===== src/rtl/pc_fetch_pkg.sv =====
// Shared state encoding and constants for the PC fetch sequencer.
package pc_fetch_pkg;

   typedef enum logic [1:0] {StBoot, StFetch, StIssue, StTrap} fetch_state_t;

   localparam logic [1:0]  CAUSE_MISALIGN = 2'd0;
   localparam logic [1:0]  CAUSE_TIMEOUT  = 2'd1;
   localparam logic [31:0] INSN_BYTES     = 32'd4;

endpackage


===== src/rtl/fetch_wait_ctr.sv =====
// Saturating 8-bit counter of FETCH cycles spent waiting for an imem ack.
module fetch_wait_ctr #(
   parameter int unsigned MAX_WAIT = 15
) (
   input  logic i_clk,
   input  logic i_rst_n,
   input  logic i_clr,
   input  logic i_inc,
   output logic o_at_max
);

   localparam logic [7:0] MaxCnt = 8'(MAX_WAIT);

   logic [7:0] r_count;

   always_ff @(posedge i_clk or negedge i_rst_n) begin
      if (!i_rst_n) begin
         r_count <= 8'd0;
      end else if (i_clr) begin
         r_count <= 8'd0;
      end else if (i_inc && (r_count != 8'hFF)) begin
         r_count <= r_count + 8'd1;
      end
   end

   assign o_at_max = (r_count == MaxCnt);

endmodule


===== src/rtl/pc_fetch_ctrl.sv =====
// RV32I PC sequencer: drives the PC register, the imem req/ack port and the
// decode valid/ready port, and raises traps on misaligned targets or fetch timeouts.
module pc_fetch_ctrl
   import pc_fetch_pkg::*;
#(
   parameter logic [31:0] RESET_VECTOR = 32'h0000_0000,
   parameter logic [31:0] TRAP_VECTOR  = 32'h0000_0010,
   parameter int unsigned MAX_WAIT     = 15
) (
   input  logic        i_clk,
   input  logic        i_rst_n,
   input  logic [31:0] i_pc_q,
   input  logic        i_pc_valid,
   output logic [31:0] o_pc_d,
   output logic        o_pc_en,
   output logic        o_imem_req,
   output logic [31:0] o_imem_addr,
   input  logic        i_imem_ack,
   input  logic [31:0] i_imem_rdata,
   output logic [31:0] o_inst,
   output logic [31:0] o_inst_pc,
   output logic        o_inst_valid,
   input  logic        i_inst_ready,
   input  logic        i_redirect,
   input  logic [31:0] i_redirect_pc,
   output logic        o_trap,
   output logic [1:0]  o_trap_cause,
   output logic [31:0] o_trap_pc
);

   fetch_state_t r_state;
   logic [31:0]  r_inst;
   logic [31:0]  r_inst_pc;
   logic [1:0]   r_trap_cause;
   logic [31:0]  r_trap_pc;

   logic w_in_fetch;
   logic w_redir;
   logic w_misalign;
   logic w_redir_ok;
   logic w_at_max;
   logic w_timeout;
   logic w_take;

   assign w_in_fetch = (r_state == StFetch);
   // Redirects are only honoured while fetching or issuing.
   assign w_redir    = i_redirect & (w_in_fetch | (r_state == StIssue));
   assign w_misalign = w_redir & (i_redirect_pc[1:0] != 2'b00);
   assign w_redir_ok = w_redir & ~w_misalign;
   assign w_timeout  = w_in_fetch & w_at_max & ~w_redir;
   assign w_take     = w_in_fetch & i_imem_ack & ~w_redir & ~w_at_max;

   fetch_wait_ctr #(
      .MAX_WAIT (MAX_WAIT)
   ) u_wait_ctr (
      .i_clk    (i_clk),
      .i_rst_n  (i_rst_n),
      .i_clr    (~w_in_fetch | w_redir),
      .i_inc    (w_in_fetch & ~i_imem_ack),
      .o_at_max (w_at_max)
   );

   // The PC register invalidates itself when not enabled, so hold is pc_d = pc_q.
   always_comb begin
      o_pc_d = i_pc_q;
      case (r_state)
         StBoot:  o_pc_d = RESET_VECTOR;
         StTrap:  o_pc_d = TRAP_VECTOR;
         default: begin
            if (w_redir_ok) begin
               o_pc_d = i_redirect_pc;
            end else if (w_take) begin
               o_pc_d = i_pc_q + INSN_BYTES;
            end
         end
      endcase
   end

   always_ff @(posedge i_clk or negedge i_rst_n) begin
      if (!i_rst_n) begin
         r_state      <= StBoot;
         r_inst       <= 32'd0;
         r_inst_pc    <= 32'd0;
         r_trap_cause <= CAUSE_MISALIGN;
         r_trap_pc    <= 32'd0;
      end else begin
         case (r_state)
            StBoot: r_state <= StFetch;
            StFetch, StIssue: begin
               if (w_misalign) begin
                  r_state      <= StTrap;
                  r_trap_cause <= CAUSE_MISALIGN;
                  r_trap_pc    <= i_redirect_pc;
               end else if (w_redir_ok) begin
                  r_state <= StFetch;
               end else if (w_timeout) begin
                  r_state      <= StTrap;
                  r_trap_cause <= CAUSE_TIMEOUT;
                  r_trap_pc    <= i_pc_q;
               end else if (w_take) begin
                  r_state   <= StIssue;
                  r_inst    <= i_imem_rdata;
                  r_inst_pc <= i_pc_q;
               end else if ((r_state == StIssue) && i_inst_ready) begin
                  r_state <= StFetch;
               end
            end
            StTrap: r_state <= StFetch;
         endcase
      end
   end

   assign o_pc_en      = 1'b1;
   assign o_imem_req   = w_in_fetch & i_pc_valid;
   assign o_imem_addr  = i_pc_q;
   assign o_inst       = r_inst;
   assign o_inst_pc    = r_inst_pc;
   assign o_inst_valid = (r_state == StIssue);
   assign o_trap       = (r_state == StTrap);
   assign o_trap_cause = r_trap_cause;
   assign o_trap_pc    = r_trap_pc;

endmodule


===== config.mk =====
export PLATFORM = sky130hd
export DESIGN_NAME = pc_fetch_ctrl
export DESIGN_NICKNAME = d
export VERILOG_FILES = /design/src/rtl/pc_fetch_pkg.sv /design/src/rtl/fetch_wait_ctr.sv /design/src/rtl/pc_fetch_ctrl.sv
export SDC_FILE = /design/constraint.sdc
export NUM_CORES = 1
export LEC_CHECK = 0
export CORE_ASPECT_RATIO = 0.9
export CORE_UTILIZATION = 38
export CTS_CLUSTER_DIAMETER = 40
export CTS_CLUSTER_SIZE = 14
export DETAILED_ROUTE_END_ITERATION = 6
export PLACE_DENSITY = 0.83
export SYNTH_ARGS = -nofsm -noshare
export SYNTH_HDL_FRONTEND = slang
export SYNTH_SLANG_ARGS = --single-unit

===== constraint.sdc =====
create_clock -name i_clk -period 2.54 [get_ports i_clk]
set_clock_uncertainty 0.1 [all_clocks]
set_input_delay 0.381 -clock i_clk [delete_from_list [all_inputs] [get_ports i_clk]]
set_output_delay 0.381 -clock i_clk [all_outputs]
set_load 0.01 [all_outputs]

==> impl_metrics.env <==
export IMPL_critPathLaunchType="flip-flop"
export IMPL_wl_microns=21400
export IMPL_die_w_microns=132
export IMPL_drive_gt1_share_pct=33.7
export IMPL_vdd_ir_drop_max_uv=547
export IMPL_core_sq_um=14800
export IMPL_insertion_delay_ps=360
export IMPL_antenna_found_initial=0
export IMPL_fin_crit_sh_pct=123
export IMPL_cts_buffers=9
export IMPL_die_h_microns=119
export IMPL_ys_seq_area_share_pct=46.4
export IMPL_async_flop_share_pct=100
export IMPL_start_util_pct=39.1
export IMPL_grt_pass1_vias=5817
export IMPL_drv_slew=0
export IMPL_rsz0062_at_grt="yes"
export IMPL_grt_pass1_wl_microns=32400
export IMPL_setup_worst_path_end_class="output port"
export IMPL_port_buffer_count=265
export IMPL_grt_max_degree=60
export IMPL_synth_avg_cell_area_sq_um=10.3
export IMPL_synthToLayoutAreaGrowth_pct=75.4
export IMPL_clkTransAtPathRegs_ps=80
export IMPL_ys_flop_type="dfrtp_1"
export IMPL_overflow=0
export IMPL_vias=5785
export IMPL_ys_ff_latch=107
export IMPL_layout_min_cycle_time_ps=3110
export IMPL_via_per_inst=5.29
export IMPL_dp_hpwl_microns=14500
export IMPL_synth_top_area_share_pct=46.4
export IMPL_htree_levels=3
export IMPL_routabilityCongestion=0.820
export IMPL_setup_ws_ps=-573
export IMPL_gr_usage_all_layers_pct=26.8
export IMPL_tightest_slew_ps=645
export IMPL_cts_tree="yes"
export IMPL_power_leakage_nw=4.30
export IMPL_first_pass_iters=5
export IMPL_wire_per_inst_microns=19.6
export IMPL_row_count=42
export IMPL_synthCells=560
export IMPL_hold_viol=0
export IMPL_cts_root_buf="clkbuf_16"
export IMPL_r2r_cells=13
export IMPL_violations="negative setup slack"
export IMPL_die_area_sq_um=15700
export IMPL_netlist_area_sq_um=5770
export IMPL_hp_class="in -> async"
export IMPL_cts_sinks=107
export IMPL_mappedNetlistNets=667
export IMPL_num_antenna_cells=0
export IMPL_synth_edf_count=0
export IMPL_ant_nets=0
export IMPL_setup_violations_final=96
export IMPL_maxCapViolCount=0
export IMPL_nets=997
export IMPL_critPathRequiredTime_ps=2060
export IMPL_slew_headroom_pct=56.9
export IMPL_total_power_mw=10.4
export IMPL_yosysTopAreaCell="dfrtp_1"
export IMPL_synth_cell_type_count=54
export IMPL_ios=268
export IMPL_ys_top_cells_by_area="dfrtp_1 46%, mux2_2 11%, nor2_1 6.8%"
export IMPL_clock_path_buffers=2
export IMPL_fillers=1128
export IMPL_status="finished, violations left"
export IMPL_cellPowerDensity_nw_per_um2=1020
export IMPL_cp_max_fo=15
export IMPL_drt_first_iter_violations=331
export IMPL_drc=0
export IMPL_worstPathArrival_ps=2630
export IMPL_fmax_mhz=321
export IMPL_fin_util_pct=68.6
export IMPL_yosys_warnings=0
export IMPL_path_class="reg -> out"
[sequential cells by signal, indices dropped and copies added (netlist names)]
register / count
o_trap_pc: 32
o_inst: 32
o_inst_pc: 32
o_trap_cause: 1
u_wait_ctr.r_count: 8
r_state: 2
[critical path: stages, from the launching register on]
cell and delay (ps):
dfrtp_1 380, or4_4 550, or2_4 300, buf_4 220
a31o_2 260, a21oi_1 180, o31ai_2 80, dlygate4sd2_1 310
[worst paths after layout]
kind	start	end	slack, ps
max in group asynchronous	i_rst_n	o_trap_pc[16]	1300
hold / removal	i_rst_n	o_inst_pc[30]	320
hold reg to reg	o_trap_pc[4]	o_trap_pc[4]	400
setup reg to reg	r_state[1]	o_inst_pc[15]	-80
setup / recovery	u_wait_ctr.r_count[6]	o_pc_d[4]	-570
min in group i_clk	o_trap_pc[4]	o_trap_pc[4]	400
[through the flow]
step	std cells	worst slack [ps]	setup TNS, ps	cell area (sq um)	hold WS (ps)
floorplan	560	-264	-1590	5920	-14.6
global placement	1045	-1010	-24050	9150	170
detailed placement	1045	-1020	-26360	9150	175
CTS	1079	-543	-15420	9730	328
global route	1093	-652	-23460	10100	352
finish	1093	-573	-16050	10100	324
[cells in the mapped netlist (all sizes together) (2+ instances only)]
library cell	count
o21ai	8
and3	5
nand4	12
xnor2	4
o31ai	8
inv	9
and4	5
and2	4
mux2	64
o22ai	29
nor3	5
nand3	18
conb	2
nand2b	4
a311oi	12
xor2	16
mux2i	2
a21oi	5
dfrtp	107
nand2	16
or3	5
a211oi	17
a41o	2
clkbuf	17
or4	9
nor2	105
ha	5
buf	54
[placed cells by master (no fill, tap or decap), types with 3 or more instances in the layout]
cell type,Yosys,final
clkdlybuf4s50_1,0,228
o31ai_1,8,6
nand2_2,2,3
and3_1,3,3
ha_1,5,3
buf_16,0,3
buf_2,10,27
a211oi_2,0,9
and2_1,3,3
nand2b_1,4,3
a311oi_2,0,10
clkbuf_16,0,12
and4_4,2,3
mux2_2,57,23
a211oi_1,17,8
buf_12,0,11
nand3_1,16,14
nand2_1,14,11
dlygate4sd2_1,0,5
dfrtp_1,107,106
nand4_1,10,10
buf_6,8,15
o22ai_1,29,29
or3_1,5,3
clkdlybuf4s15_2,0,3
nor3_1,3,3
xnor2_1,4,4
a21oi_1,5,5
buf_4,36,88
inv_1,9,9
clkinvlp_4,0,3
or4_4,0,8
buf_8,0,4
xor2_1,16,16
nor2_1,104,102
o21ai_0,7,6
mux2_4,0,41
[where the power goes]
group / leakage (nW) / internal (mW) / switching [mW]
registers: 1.26 / 2.50 / 0.431
logic: 2.90 / 3.43 / 2.51
clock network: 0.143 / 0.803 / 0.694
[logic make-up (layout without fill, tap and decap cells)]
| logic type | after synthesis | in the layout | share of synthesized area [%] |
|---|---|---|---|
| compound gates | 87 | 87 | 10.6 |
| fa+ha+maj | 5 | 5 | 1.08 |
| flops | 107 | 107 | 46.4 |
| buf+inv | 80 | 415 | 8.80 |
| mux | 66 | 66 | 12.8 |
| simple gates | 193 | 193 | 17.1 |
| xor+xnor | 20 | 20 | 3.04 |
| other cells | 2 | 2 | 0.130 |
[layer usage]
layer  up-vias  global-route usage, %  share of wire [%]
met4         0                   10.8                2.9
met1      2858                   34.2                 42
met3        42                   5.92                7.4
met2       253                   43.9                 48
li1       2632                      -                  -
met5         -                      0                  0
[area by class of cell]
class                           instances  area, sq um  area share [%]
Timing Repair Buffer                  390         3810            37.6
Multi-Input combinational cell        373         3040            30.0
Sequential cell                       107         2680            26.5
Tap cell                              198          248            2.45
Clock buffer                           10          239            2.36
Clock inverter                          6         72.6           0.717
Inverter                                9         33.8           0.334
[timing repair]
item / 4_1_cts / 5_1_grt
gates resized for setup: 162 / 73
hold buffers: 1 / 0
buffers inserted: 13 / 11
setup endpoints to repair: 71 / 128
cloned: 4 / 4
pin swaps: 40 / 5
endpoints found under the hold margin: 15 / 0
Power figures use the tool's default switching activity.
